[src/rtl/latch_bank_write_arbiter.sv]
// -----------------------------------------------------------------------------
// latch_bank_write_arbiter
//
// Round-robin write controller for a shared bank of level-sensitive D latches.
// One requester is granted at a time; its address and data are captured, then
// the latch enable is sequenced as SETUP (data stable, enable low), OPEN (one
// enable high), HOLD (enable low, data still stable), DONE (ACK pulse). The
// data bus is only ever changed on a grant, so D is stable around the window.
//
// Ports:
//   CLK   in   system clock, rising edge
//   RST   in   synchronous active-high reset
//   REQ   in   [N_REQ]       per-requester write request level
//   ADDR  in   [N_REQ*AW]    packed latch index, requester i at [i*AW +: AW]
//   DIN   in   [N_REQ*W]     packed write data,  requester i at [i*W  +: W]
//   LD    out  [W]           shared latch data bus
//   LEN   out  [N_LATCH]     one-hot latch enables (latch CLK inputs)
//   ACK   out  [N_REQ]       one-cycle completion pulse to the served requester
//   ERR   out                with ACK, set when the address was out of range
//   BUSY  out                high from SETUP through DONE
//   CUR   out  [clog2 N_REQ] current / last granted requester
// -----------------------------------------------------------------------------
module latch_bank_write_arbiter #(
  parameter int N_REQ     = 4,
  parameter int N_LATCH   = 8,
  parameter int W         = 8,
  parameter int AW        = (N_LATCH > 1) ? $clog2(N_LATCH) : 1,
  parameter int SETUP_CYC = 1,
  parameter int OPEN_CYC  = 2,
  parameter int HOLD_CYC  = 1,
  localparam int CW       = (N_REQ > 1) ? $clog2(N_REQ) : 1
) (
  input  logic                  CLK,
  input  logic                  RST,
  input  logic [N_REQ-1:0]      REQ,
  input  logic [N_REQ*AW-1:0]   ADDR,
  input  logic [N_REQ*W-1:0]    DIN,
  output logic [W-1:0]          LD,
  output logic [N_LATCH-1:0]    LEN,
  output logic [N_REQ-1:0]      ACK,
  output logic                  ERR,
  output logic                  BUSY,
  output logic [CW-1:0]         CUR
);

  localparam int MAXC12 = (SETUP_CYC > OPEN_CYC) ? SETUP_CYC : OPEN_CYC;
  localparam int MAXC   = (MAXC12 > HOLD_CYC) ? MAXC12 : HOLD_CYC;
  localparam int PW     = $clog2(MAXC + 1);

  typedef enum logic [2:0] {S_IDLE, S_SETUP, S_OPEN, S_HOLD, S_DONE} state_t;

  state_t               state_q, state_d;
  logic [PW-1:0]        cnt_q, cnt_d;
  logic [CW-1:0]        ptr_q, ptr_d;
  logic [AW-1:0]        addr_q, addr_d;
  logic [W-1:0]         ld_q, ld_d;
  logic [N_LATCH-1:0]   len_q, len_d;
  logic [N_REQ-1:0]     ack_q, ack_d;
  logic                 err_q, err_d;
  logic                 eflag_q, eflag_d;
  logic                 busy_q, busy_d;
  logic [CW-1:0]        cur_q, cur_d;

  // Unpacked views of the packed request buses.
  logic [AW-1:0]        addr_arr [N_REQ];
  logic [W-1:0]         din_arr  [N_REQ];
  logic [N_REQ-1:0]     ack_sel;
  logic [N_LATCH-1:0]   onehot;
  // One entry per encodable address; marks which codes map to a real latch.
  logic [(1<<AW)-1:0]   in_range_map;
  logic                 in_range;

  genvar gi;
  generate
    for (gi = 0; gi < N_REQ; gi++) begin : g_req
      assign addr_arr[gi] = ADDR[gi*AW +: AW];
      assign din_arr[gi]  = DIN[gi*W +: W];
      assign ack_sel[gi]  = (cur_q == CW'(gi));
    end
    for (gi = 0; gi < N_LATCH; gi++) begin : g_len
      assign onehot[gi] = (addr_q == AW'(gi));
    end
    for (gi = 0; gi < (1 << AW); gi++) begin : g_rng
      assign in_range_map[gi] = (gi < N_LATCH) ? 1'b1 : 1'b0;
    end
  endgenerate

  assign in_range = in_range_map[addr_q];

  // Round-robin search: first set REQ bit strictly after the pointer, wrapping.
  logic          found;
  logic [CW-1:0] win;
  logic [CW-1:0] rr_idx;

  always_comb begin
    found  = 1'b0;
    win    = '0;
    rr_idx = '0;
    for (int k = 1; k <= N_REQ; k++) begin
      rr_idx = CW'((int'(ptr_q) + k) % N_REQ);
      if (!found && REQ[rr_idx]) begin
        found = 1'b1;
        win   = rr_idx;
      end
    end
  end

  always_comb begin
    state_d = state_q;
    cnt_d   = cnt_q;
    ptr_d   = ptr_q;
    addr_d  = addr_q;
    ld_d    = ld_q;
    len_d   = len_q;
    ack_d   = '0;
    err_d   = 1'b0;
    eflag_d = eflag_q;
    busy_d  = busy_q;
    cur_d   = cur_q;
    case (state_q)
      S_IDLE: begin
        if (found) begin
          addr_d  = addr_arr[win];
          ld_d    = din_arr[win];
          cur_d   = win;
          ptr_d   = win;
          busy_d  = 1'b1;
          cnt_d   = '0;
          state_d = S_SETUP;
        end
      end
      S_SETUP: begin
        if (cnt_q == PW'(SETUP_CYC - 1)) begin
          cnt_d   = '0;
          state_d = S_OPEN;
          // Enable is registered, so it is set on the edge entering OPEN.
          if (in_range) len_d = onehot;
          else          eflag_d = 1'b1;
        end else begin
          cnt_d = cnt_q + PW'(1);
        end
      end
      S_OPEN: begin
        if (cnt_q == PW'(OPEN_CYC - 1)) begin
          cnt_d   = '0;
          len_d   = '0;
          state_d = S_HOLD;
        end else begin
          cnt_d = cnt_q + PW'(1);
        end
      end
      S_HOLD: begin
        if (cnt_q == PW'(HOLD_CYC - 1)) begin
          cnt_d   = '0;
          state_d = S_DONE;
          ack_d   = ack_sel;
          err_d   = eflag_q;
        end else begin
          cnt_d = cnt_q + PW'(1);
        end
      end
      S_DONE: begin
        state_d = S_IDLE;
        busy_d  = 1'b0;
        eflag_d = 1'b0;
      end
      default: state_d = S_IDLE;
    endcase
  end

  always_ff @(posedge CLK) begin
    if (RST) begin
      state_q <= S_IDLE;
      cnt_q   <= '0;
      ptr_q   <= CW'(N_REQ - 1);
      addr_q  <= '0;
      ld_q    <= '0;
      len_q   <= '0;
      ack_q   <= '0;
      err_q   <= 1'b0;
      eflag_q <= 1'b0;
      busy_q  <= 1'b0;
      cur_q   <= '0;
    end else begin
      state_q <= state_d;
      cnt_q   <= cnt_d;
      ptr_q   <= ptr_d;
      addr_q  <= addr_d;
      ld_q    <= ld_d;
      len_q   <= len_d;
      ack_q   <= ack_d;
      err_q   <= err_d;
      eflag_q <= eflag_d;
      busy_q  <= busy_d;
      cur_q   <= cur_d;
    end
  end

  assign LD   = ld_q;
  assign LEN  = len_q;
  assign ACK  = ack_q;
  assign ERR  = err_q;
  assign BUSY = busy_q;
  assign CUR  = cur_q;

endmodule

[config.mk]
export PLATFORM = sky130hd
export DESIGN_NAME = latch_bank_write_arbiter
export DESIGN_NICKNAME = d
export VERILOG_FILES = /design/src/rtl/latch_bank_write_arbiter.sv
export SDC_FILE = /design/constraint.sdc
export NUM_CORES = 1
export LEC_CHECK = 0
export ABC_CLOCK_PERIOD_IN_PS = 3200
export BUFFER_PORTS_ARGS = -buffer_cell sky130_fd_sc_hd__buf_4
export CORE_AREA = 2 2 62 64
export CTS_CLUSTER_DIAMETER = 150
export DETAILED_ROUTE_END_ITERATION = 8
export DIE_AREA = 0 0 64 66
export PLACE_DENSITY_LB_ADDON = 0.25
export SETUP_SLACK_MARGIN = 0.2
export SYNTH_ARGS = -nofsm -noshare
export SYNTH_HDL_FRONTEND = slang
export SYNTH_SLANG_ARGS = --single-unit
export TNS_END_PERCENT = 10
[constraint.sdc]
create_clock -name CLK -period 3.2 [get_ports CLK]
set_clock_uncertainty 0.15 [all_clocks]
set_input_delay 0.64 -clock CLK [delete_from_list [all_inputs] [get_ports CLK]]
set_output_delay 0.64 -clock CLK [all_outputs]
set_load 0.01 [all_outputs]
=== After elaboration in Yosys (flattened, before gate mapping) ===
Memory sizes are Yosys's and may differ from the RTL's. A register that Yosys moved wholly into a read port is not among the register bits.
Index checks and enable logic that the tools add are counted.
W data, S select, Z words.

* Memories kept: 1
* Input port bits: 50
* Output and inout port bits: 24
* Memory bits (read-only): 8
* Register bits after elaboration: 35
* Word-level logic and storage cells: 112

{| class="wikitable"
|+ Memories
! memory !! words !! bits a word !! read ports !! clocked after Yosys merged registers in !! wr ports !! line !! text
|-
| (name not given) || 8 || 1 || 1 || 1 || 0 || 88 || <nowiki>assign in_range = in_range_map[addr_q];</nowiki>
|}

* Order comparisons: 6
* $add $sub $neg: 5
* Mux-type cells: 43
* Reductions and logical operators: 22
* Equal/unequal tests: 21
* Bitwise gates (word level): 3

{| class="wikitable"
|+ Operator list
! kind !! number
|-
| $mux W8 || 5
|-
| $mux W3 || 8
|-
| $bmux W8 S2 || 1
|-
| $pmux W8 S2 || 1
|-
| $eq A3 B3 Y1 const B || 5
|-
| $mux W2 || 7
|-
| $eq A3 B2 Y1 const B || 4
|-
| $lt A2 B3 Y1 const B || 4
|-
| $mux W1 || 12
|-
| $ne A2 B2 Y1 const B || 6
|-
| $pmux W3 S4 || 1
|-
| $bmux W1 S2 || 4
|-
| $reduce_and A4 Y1 || 2
|-
| $add A2 B1 Y2 const B || 3
|-
| $bmux W3 S2 || 1
|-
| $eq A3 B1 Y1 const B || 2
|-
| $logic_not A3 Y1 || 2
|-
| $pmux W2 S3 || 1
|-
| $reduce_and A2 Y1 || 3
|-
| $reduce_bool A2 Y1 || 3
|-
| $add A2 B2 Y2 const B || 2
|-
| $eq A2 B1 Y1 const B || 2
|-
| $eq A2 B2 Y1 const B || 2
|-
| $logic_not A2 Y1 || 2
|-
| 11 further kinds || 17
|}

=== Logic depth before layout (Yosys ltp) ===
Gate-level depths: netlist (run 1).

* Depth after elaboration: 19
* Gate-level depth with buffers: 8
* Mapped depth without buffers: 7

=== Worst setup path before layout (run 1) ===
OpenSTA, ideal clock, no wires.

* Kind: input port to flip-flop
* Start point: in REQ[1]
* End point: reg ld_q[1] (netlist: LD[1])
* Arrival time: 1.911 ns
* Path buffers: 2
* Slack: 1.056 ns
* Required time: 2.967 ns
* Library setup time: 0.083 ns
* Stages on the path: 6
* Cell sequence: nor4_1 -> or4_4 -> buf_6 -> or3_4 -> buf_6 -> o221ai_1

* Word-level cells in the longest chain between the ends: 16
* Elaborated cells between the ends (all ways): 27
* Those cells by class: mux (19); bitwise (1); reduce/logical (7)

{| class="wikitable"
|+ RTL lines
! element !! line !! text
|-
| from (decl) || 35 || <nowiki>input logic [N_REQ-1:0] REQ,</nowiki>
|-
| $bmux W1 S2 || 101 || <nowiki>if (!found && REQ[rr_idx]) begin</nowiki>
|-
| $mux W1 (not written as such) || 101 ||
|-
| $mux W1 || 101 ||
|-
| $logic_not A1 Y1 || 101 ||
|-
| $logic_and A1 B1 Y1 || 101 ||
|-
| $mux W1 || 101 ||
|-
| $logic_not A1 Y1 || 101 ||
|-
| $logic_and A1 B1 Y1 || 101 ||
|-
| $mux W1 || 101 ||
|-
| $logic_not A1 Y1 || 101 ||
|-
| $logic_and A1 B1 Y1 || 101 ||
|-
| $mux W2 || 101 ||
|-
| $not A2 Y3 (not written as such) || 124 || <nowiki>ld_d = din_arr[win];</nowiki>
|-
| $bmux W8 S2 || 124 ||
|-
| $mux W8 (not written as such) (2 in series) || 124 ||
|-
| to (signal assigned) || 189 || <nowiki>ld_q <= ld_d;</nowiki>
|-
| to (decl) || 56 || <nowiki>logic [W-1:0] ld_q, ld_d;</nowiki>
|}

Several ways; a longest one is shown, not always the timed one. The select of a mux whose other input is x is not followed.
A chain may end at the register's enable or synchronous reset.

=== Worst setup path after layout (run 1) ===
* Start point: in REQ[1]
* End point: reg ld_q[2] (netlist: LD[2])

The elaborated chain is that of the path after synthesis.

==> results of run 1 <==
## logic make-up after synthesis
group / synth area share (%)
AOI/OAI and AO/OA: 15.2
and+or+nand+nor: 23.4
adders and majority gates: 2.14
buffers and inverters: 5.63
muxes: 13.7
DFF: 39.9
## per-layer routing
metal	global-route usage, %	wire, µm
met1	23.3	1810
met2	30.7	1860
met3	6.13	215
met4	5.71	43
met5	0	0
## worst register-to-register path, cell delays in order, from the launching register on
cell                       delay (ps)
sky130_fd_sc_hd__dfxtp_1          440
sky130_fd_sc_hd__or4_4            710
sky130_fd_sc_hd__or3_4            500
sky130_fd_sc_hd__o221ai_1         220
## power breakdown
group / internal (µW) / switching (µW)
Sequential: 509 / 76.8
Combinational: 239 / 232
Clock: 83.9 / 157
Total: 832 / 466
## stage by stage
stage / cells / total power [µW] / utilization [%] / setup slack (ps) / hold WS (ps)
floorplan: 190 / 915 / - / 1060 / 271
global placement: 297 / 1060 / 64.4 / 710 / 284
detailed placement: 297 / 1060 / 64.4 / 673 / 293
CTS: 305 / 1310 / 66.1 / 1030 / 319
global route: 305 / 1380 / 66.1 / 766 / 340
finish: 305 / 1300 / 66.1 / 1000 / 318
## registers in the layout, indices dropped and copies added (netlist names)
register and count:
ACK 4, BUSY 1, CUR 2, ERR 1
LD 8, LEN 8, addr_q 3, cnt_q 2
eflag_q 1, ptr_q 2, state_q 3
## cell usage after synthesis, drive strengths merged
library cell	count
dfxtp	35
mux2i	23
a21oi	17
nor2	16
nand3b	14
o221ai	12
nand2	11
clkbuf	9
buf	6
inv	4
nor2b	4
nor3	4
nor4	4
ha	3
nand2b	3
a21o	2
and2	2
and3b	2
nand4	2
nor4b	2
o21ai	2
a211o	1
a211oi	1
and3	1
mux2	1
nand3	1
nand4b	1
nor3b	1
o21a	1
o21bai	1
o31ai	1
or2	1
or3	1
or4	1
## worst max-delay path by stage
stage          endpoint  cells after the start    from  slack (ps)
6_report          LD[2]                      6  REQ[1]        1000
2_1_floorplan     LD[1]                      6  REQ[1]        1060
3_3_place_gp      LD[3]                      6  REQ[1]         710
3_5_place_dp      LD[6]                      6  REQ[1]         670
4_1_cts           LD[6]                      6  REQ[1]        1030
5_1_grt           LD[6]                      6  REQ[1]         770
## cell type report
| type | instances | area (µm²) | share of cell area (%) |
|---|---|---|---|
| clock buffer | 5 | 37.5 | 1.60 |
| clock inverter | 3 | 20.0 | 0.853 |
| inverter | 4 | 15.0 | 0.640 |
| multi-input combinational | 136 | 957 | 40.8 |
| sequential | 35 | 701 | 29.9 |
| tap | 48 | 60.1 | 2.56 |
| timing repair buffer | 74 | 556 | 23.7 |
==> impl_metrics.json, run 1 <==
{
  "yosys-top-cells-area": "sky130_fd_sc_hd__dfxtp_1 40%, sky130_fd_sc_hd__mux2i_1 13%, sky130_fd_sc_hd__nand3b_1 6.0%",
  "layout.cells.most_common": "sky130_fd_sc_hd__buf_4",
  "finalWorstPathRequiredPeriod_ps": 2200,
  "cts_num_sinks": 35,
  "cts-hold-fix-buffers": 0,
  "syn_nets": 243,
  "drcViolationCount": 0,
  "layout.filler_cells": 322,
  "required_time_worst_endpoint_ps": 3260,
  "detail-route-antenna-nets": 0,
  "report.final.setup_viol": 0,
  "synth_cell_type_count": 37,
  "grt_antenna_before_repair": 0,
  "crit_path_max_fanout": 19,
  "cp_data_arrival_time_ps": 2260,
  "cts-root-to-sink-buffers": 2,
  "netlist_instances": 190,
  "dieWidth_um": 64,
  "max_stage_delay_ps": 590,
  "setup.worst_path.class": "in2reg",
  "timing.final.crit_share_pct": 68.7,
  "dieHeight_um": 66,
  "groute.usage.overall_pct": 18.8,
  "die-area_mm2": 0.00422,
  "vias": 1601,
  "cp_cell_sequence": "buf_4, nor4_1, or4_4, nor2_1, nand2_1, o221ai_1",
  "ctsResizeCount": 0,
  "grt_max_degree": 32,
  "globalplace.congestion": 0.773,
  "crit-reg2reg-launch": "state_q[0]",
  "max_fclk_ghz": 0.455,
  "unrepaired_setup_endpoints_after_global_routing": "no",
  "antenna_cells_inserted": 0,
  "clock_tree.root_cell": "sky130_fd_sc_hd__clkbuf_4",
  "synthDominantAreaCellType": "sky130_fd_sc_hd__dfxtp_1",
  "syn_area_mm2": 0.00176,
  "hold_path_class": "reg2reg",
  "wirelength_mm": 3.93,
  "hpwl_mm": 2.84,
  "endpoint_of_the_most_critical_register_to_register_path": "LD[2]",
  "syn_area_per_cell_um2": 9.25,
  "finish.net_count": 309,
  "worst-slew-pin-transition_ps": 735,
  "placedInstanceArea_mm2": 0.00229,
  "cp-end-kind": "register",
  "initial_core_util_pct": 49.5,
  "worst_skew_pair_latency_ps": 340,
  "peakVddDrop_uv": 291,
  "io-pin-count": 74,
  "path_buf_inv": 1,
  "crit_path_top_delay_cell": "sky130_fd_sc_hd__nor4_1",
  "grt_overflow_total": 0,
  "cts_tree": "yes",
  "setup.reg_to_reg.worst_slack_ps": 1100,
  "post-route-cell-area_mm2": 0.00235,
  "cts.reportedPaths.clkPinSlew_ps": 110,
  "detail_route.wl_per_cell_um": 12.9,
  "h-tree-depth": 2,
  "hold_viol_final": 0,
  "path_delay_family": "simple AND/OR/NAND/NOR gates",
  "max_cap_viol_count": 0,
  "power.static_leakage_uw": 0.00104,
  "post-cts-setup-buffer-count": 0,
  "yosysTopAreaCellShare_pct": 39.9,
  "initialDrtViolationCount": 64,
  "drive_above_1_share_pct": 34.2,
  "min-delay-start": "LEN[2]",
  "tns_ps": 0,
  "power-per-cell-area_mw_per_mm2": 553,
  "buffer_ports.inserted": 73,
  "drt_pre_antenna_iters": 4,
  "proportion_of_synthesized_chip_area_in_sequential_cells_pct": 39.9,
  "final_max_slew_viols": 0,
  "area_growth_syn_to_layout_pct": 33.5,
  "min_delay_path_depth": 2,
  "rows": 22,
  "kind_of_launch_point_of_the_worst_setup_path": "primary input",
  "grt_pass1_wl_mm": 6.23,
  "synth_seq_cells": 35,
  "vias_per_cell": 5.25,
  "first_global_vias": 1402,
  "outcome": "finished, final reports clean",
  "hold_path_end": "LEN[2]",
  "final_cell_mix": "74 x sky130_fd_sc_hd__buf_4, 35 x sky130_fd_sc_hd__dfxtp_1, 23 x sky130_fd_sc_hd__mux2i_1, 17 x sky130_fd_sc_hd__a21oi_1, 16 x sky130_fd_sc_hd__nor2_1",
  "maxSlewHeadroom_pct": 50.6,
  "num_cts_buffers": 5,
  "core-area_mm2": 0.00355,
  "ff2ff_path_depth": 3,
  "synthesis.yosys.warnings": 0
}
Power figures use the tool's default switching activity.
==> run 2, diff against run 1 <==
--- a/config.mk
+++ b/config.mk
@@ -5,12 +5,12 @@
 export SDC_FILE = /design/constraint.sdc
 export NUM_CORES = 1
 export LEC_CHECK = 0
-export ABC_CLOCK_PERIOD_IN_PS = 3200
+export ABC_CLOCK_PERIOD_IN_PS = 2000
 export BUFFER_PORTS_ARGS = -buffer_cell sky130_fd_sc_hd__buf_4
-export CORE_AREA = 2 2 62 64
+export CORE_AREA = 2 2 67 69
 export CTS_CLUSTER_DIAMETER = 150
 export DETAILED_ROUTE_END_ITERATION = 8
-export DIE_AREA = 0 0 64 66
+export DIE_AREA = 0 0 69 71
 export PLACE_DENSITY_LB_ADDON = 0.25
 export SETUP_SLACK_MARGIN = 0.2
 export SYNTH_ARGS = -nofsm -noshare
==> constraint.sdc (replaced) <==
create_clock -name CLK -period 2 [get_ports CLK]
set_clock_uncertainty 0.15 [all_clocks]
set_input_delay 0.4 -clock CLK [delete_from_list [all_inputs] [get_ports CLK]]
set_output_delay 0.4 -clock CLK [all_outputs]
set_load 0.01 [all_outputs]
==> run 2 against run 1 <==
  * Non-clock buffer count grew 7
  * Utilization is 6.6 points lower
  * First-iteration DRC count up 30%
  * Critical path type is now reg2reg
==> impl_metrics.json, run 2 (synthesized netlist as in run 1, its figures left out) <==
{
  "outcome": "finished, final reports clean",
  "first_global_vias": 1602,
  "buffer_ports.inserted": 73,
  "vias": 1688,
  "die-area_mm2": 0.00490,
  "dieWidth_um": 69,
  "hpwl_mm": 3.08,
  "power.net_switching_uw": 791,
  "kind_of_launch_point_of_the_worst_setup_path": "register",
  "finish.net_count": 317,
  "groute.usage.overall_pct": 18.0,
  "placedInstanceArea_mm2": 0.00236,
  "vias_per_cell": 5.32,
  "detail-route-antenna-nets": 0,
  "worst-slew-pin-transition_ps": 498,
  "max_stage_delay_ps": 560,
  "post-route-cell-area_mm2": 0.00250,
  "cp_data_arrival_time_ps": 1860,
  "swShare_pct": 32.7,
  "max_fclk_ghz": 0.552,
  "drt_pre_antenna_iters": 4,
  "h-tree-depth": 2,
  "cts_tree": "yes",
  "final_cell_mix": "80 x sky130_fd_sc_hd__buf_4, 34 x sky130_fd_sc_hd__dfxtp_1, 23 x sky130_fd_sc_hd__mux2i_1, 17 x sky130_fd_sc_hd__a21oi_1, 16 x sky130_fd_sc_hd__nor2_1",
  "wirelength_mm": 4.34,
  "tns_ps": 0,
  "clock_tree.root_cell": "sky130_fd_sc_hd__clkbuf_8",
  "grt_antenna_before_repair": 0,
  "combPwrFrac_pct": 35.5,
  "unrepaired_setup_endpoints_after_global_routing": "yes",
  "post-cts-setup-buffer-count": 0,
  "maxSlewHeadroom_pct": 66.4,
  "globalRouteMet3Util_pct": 3.70,
  "share_clk_of_total_power_pct": 26.3,
  "drcViolationCount": 0,
  "required_time_worst_endpoint_ps": 2050,
  "worst_skew_pair_latency_ps": 300,
  "cp_cell_sequence": "or4_4, or3_4, o221ai_1",
  "layout.filler_cells": 387,
  "area_growth_syn_to_layout_pct": 42.2,
  "globalplace.congestion": 0.779,
  "grt_pass1_wl_mm": 7.21,
  "hold_viol_final": 0,
  "fin_hold_ws_ps": 268,
  "report.final.setup_viol": 0,
  "drive_above_1_share_pct": 38.1,
  "grt_overflow_total": 0,
  "grt-busiest-layer": "met2",
  "final_max_slew_viols": 0,
  "report.power.total_uw": 2420,
  "core-area_mm2": 0.00420,
  "peakVddDrop_uv": 735,
  "detail_route.wl_per_cell_um": 13.7,
  "power-per-cell-area_mw_per_mm2": 967,
  "io-pin-count": 74,
  "cts_num_sinks": 35,
  "finalWorstPathRequiredPeriod_ps": 1810,
  "num_cts_buffers": 5,
  "cp-end-kind": "register",
  "fin_util_pct": 59.4,
  "grt_max_degree": 33,
  "layout.cells.most_common": "sky130_fd_sc_hd__buf_4",
  "globalRouteMet2Util_pct": 30.4,
  "grt_use_met1_pct": 22.4,
  "max_cap_viol_count": 0,
  "cellInternalPower_uw": 1620,
  "cts-root-to-sink-buffers": 2,
  "setup.worst_path.class": "reg2reg",
  "power.static_leakage_uw": 0.00111,
  "rows": 24,
  "initialDrtViolationCount": 83,
  "cts.reportedPaths.clkPinSlew_ps": 80,
  "crit_path_top_delay_cell": "sky130_fd_sc_hd__or4_4",
  "crit_path_max_fanout": 6,
  "seq_power_share_pct": 38.2,
  "hold_path_class": "in2reg",
  "antenna_cells_inserted": 0,
  "dieHeight_um": 71,
  "initial_core_util_pct": 41.8,
  "timing.final.crit_share_pct": 90.6
}
==> run 2: changes by cell type in the layout (fill, tap and decap cells not counted), moves of 2 or more <==
cell | before | now
sky130_fd_sc_hd__clkbuf_4 | 5 | 0
sky130_fd_sc_hd__clkinvlp_4 | 2 | 0
sky130_fd_sc_hd__clkbuf_8 | 0 | 5
sky130_fd_sc_hd__buf_4 | 74 | 80
==> run 2: power groups by stage <==
stage	clock network [µW]	registers [µW]	logic (µW)
2_1_floorplan	0	930	535
3_3_place_gp	0	930	822
3_5_place_dp	0	931	835
4_1_cts	650	920	857
5_1_grt	677	942	935
6_report	635	922	859
==> run 2: worst max-delay path: cells and delay by family, from the launching register on <==
family	cells	cell delay, ps
DFF	1	320
AOI/OAI and AO/OA	1	230
and+or+nand+nor	2	1020
==> run 2: path summary, 6_finish.rpt <==
path / slack [ps] / from / cells after the start / to
worst max-delay path: 190 / state_q[0] / 3 / addr_q[0]
worst max register to register: 190 / state_q[0] / 3 / addr_q[0]
worst min register to register: 300 / eflag_q / 1 / ERR
worst min-delay path: 270 / DIN[2] / 3 / LD[2]
==> run 2: what timing repair did <==
action / CTS / global route
gates cloned: 1 / 0
hold buffers: 0 / 0
gates resized for setup: 4 / 2
endpoints found under the setup margin: 11 / 14
pin swaps: 1 / 0
==> run 2: final cells by class <==
| class | count | area, µm² | share of cell area [%] |
|---|---|---|---|
| Multi-Input combinational cell | 137 | 983 | 39.4 |
| Sequential cell | 35 | 702 | 28.1 |
| Timing Repair Buffer | 81 | 621 | 24.8 |
| Clock buffer | 5 | 68.8 | 2.75 |
| Tap cell | 52 | 65.1 | 2.60 |
| Clock inverter | 3 | 43.8 | 1.75 |
| Inverter | 4 | 15.0 | 0.601 |
==> run 2: metrics by stage <==
stage	cells	setup slack [ps]
floorplan	190	55.0
global placement	308	58.7
detailed placement	308	-35.3
CTS	317	198
global route	317	98.3
finish	317	188
==> run 2: metal layers <==
layer	vias to the layer above	share of wire, %	wire (µm)
li1	843	-	-
met1	799	44	1920
met2	38	50	2160
met3	8	4.5	197
met4	0	1.5	65
met5	-	0	0
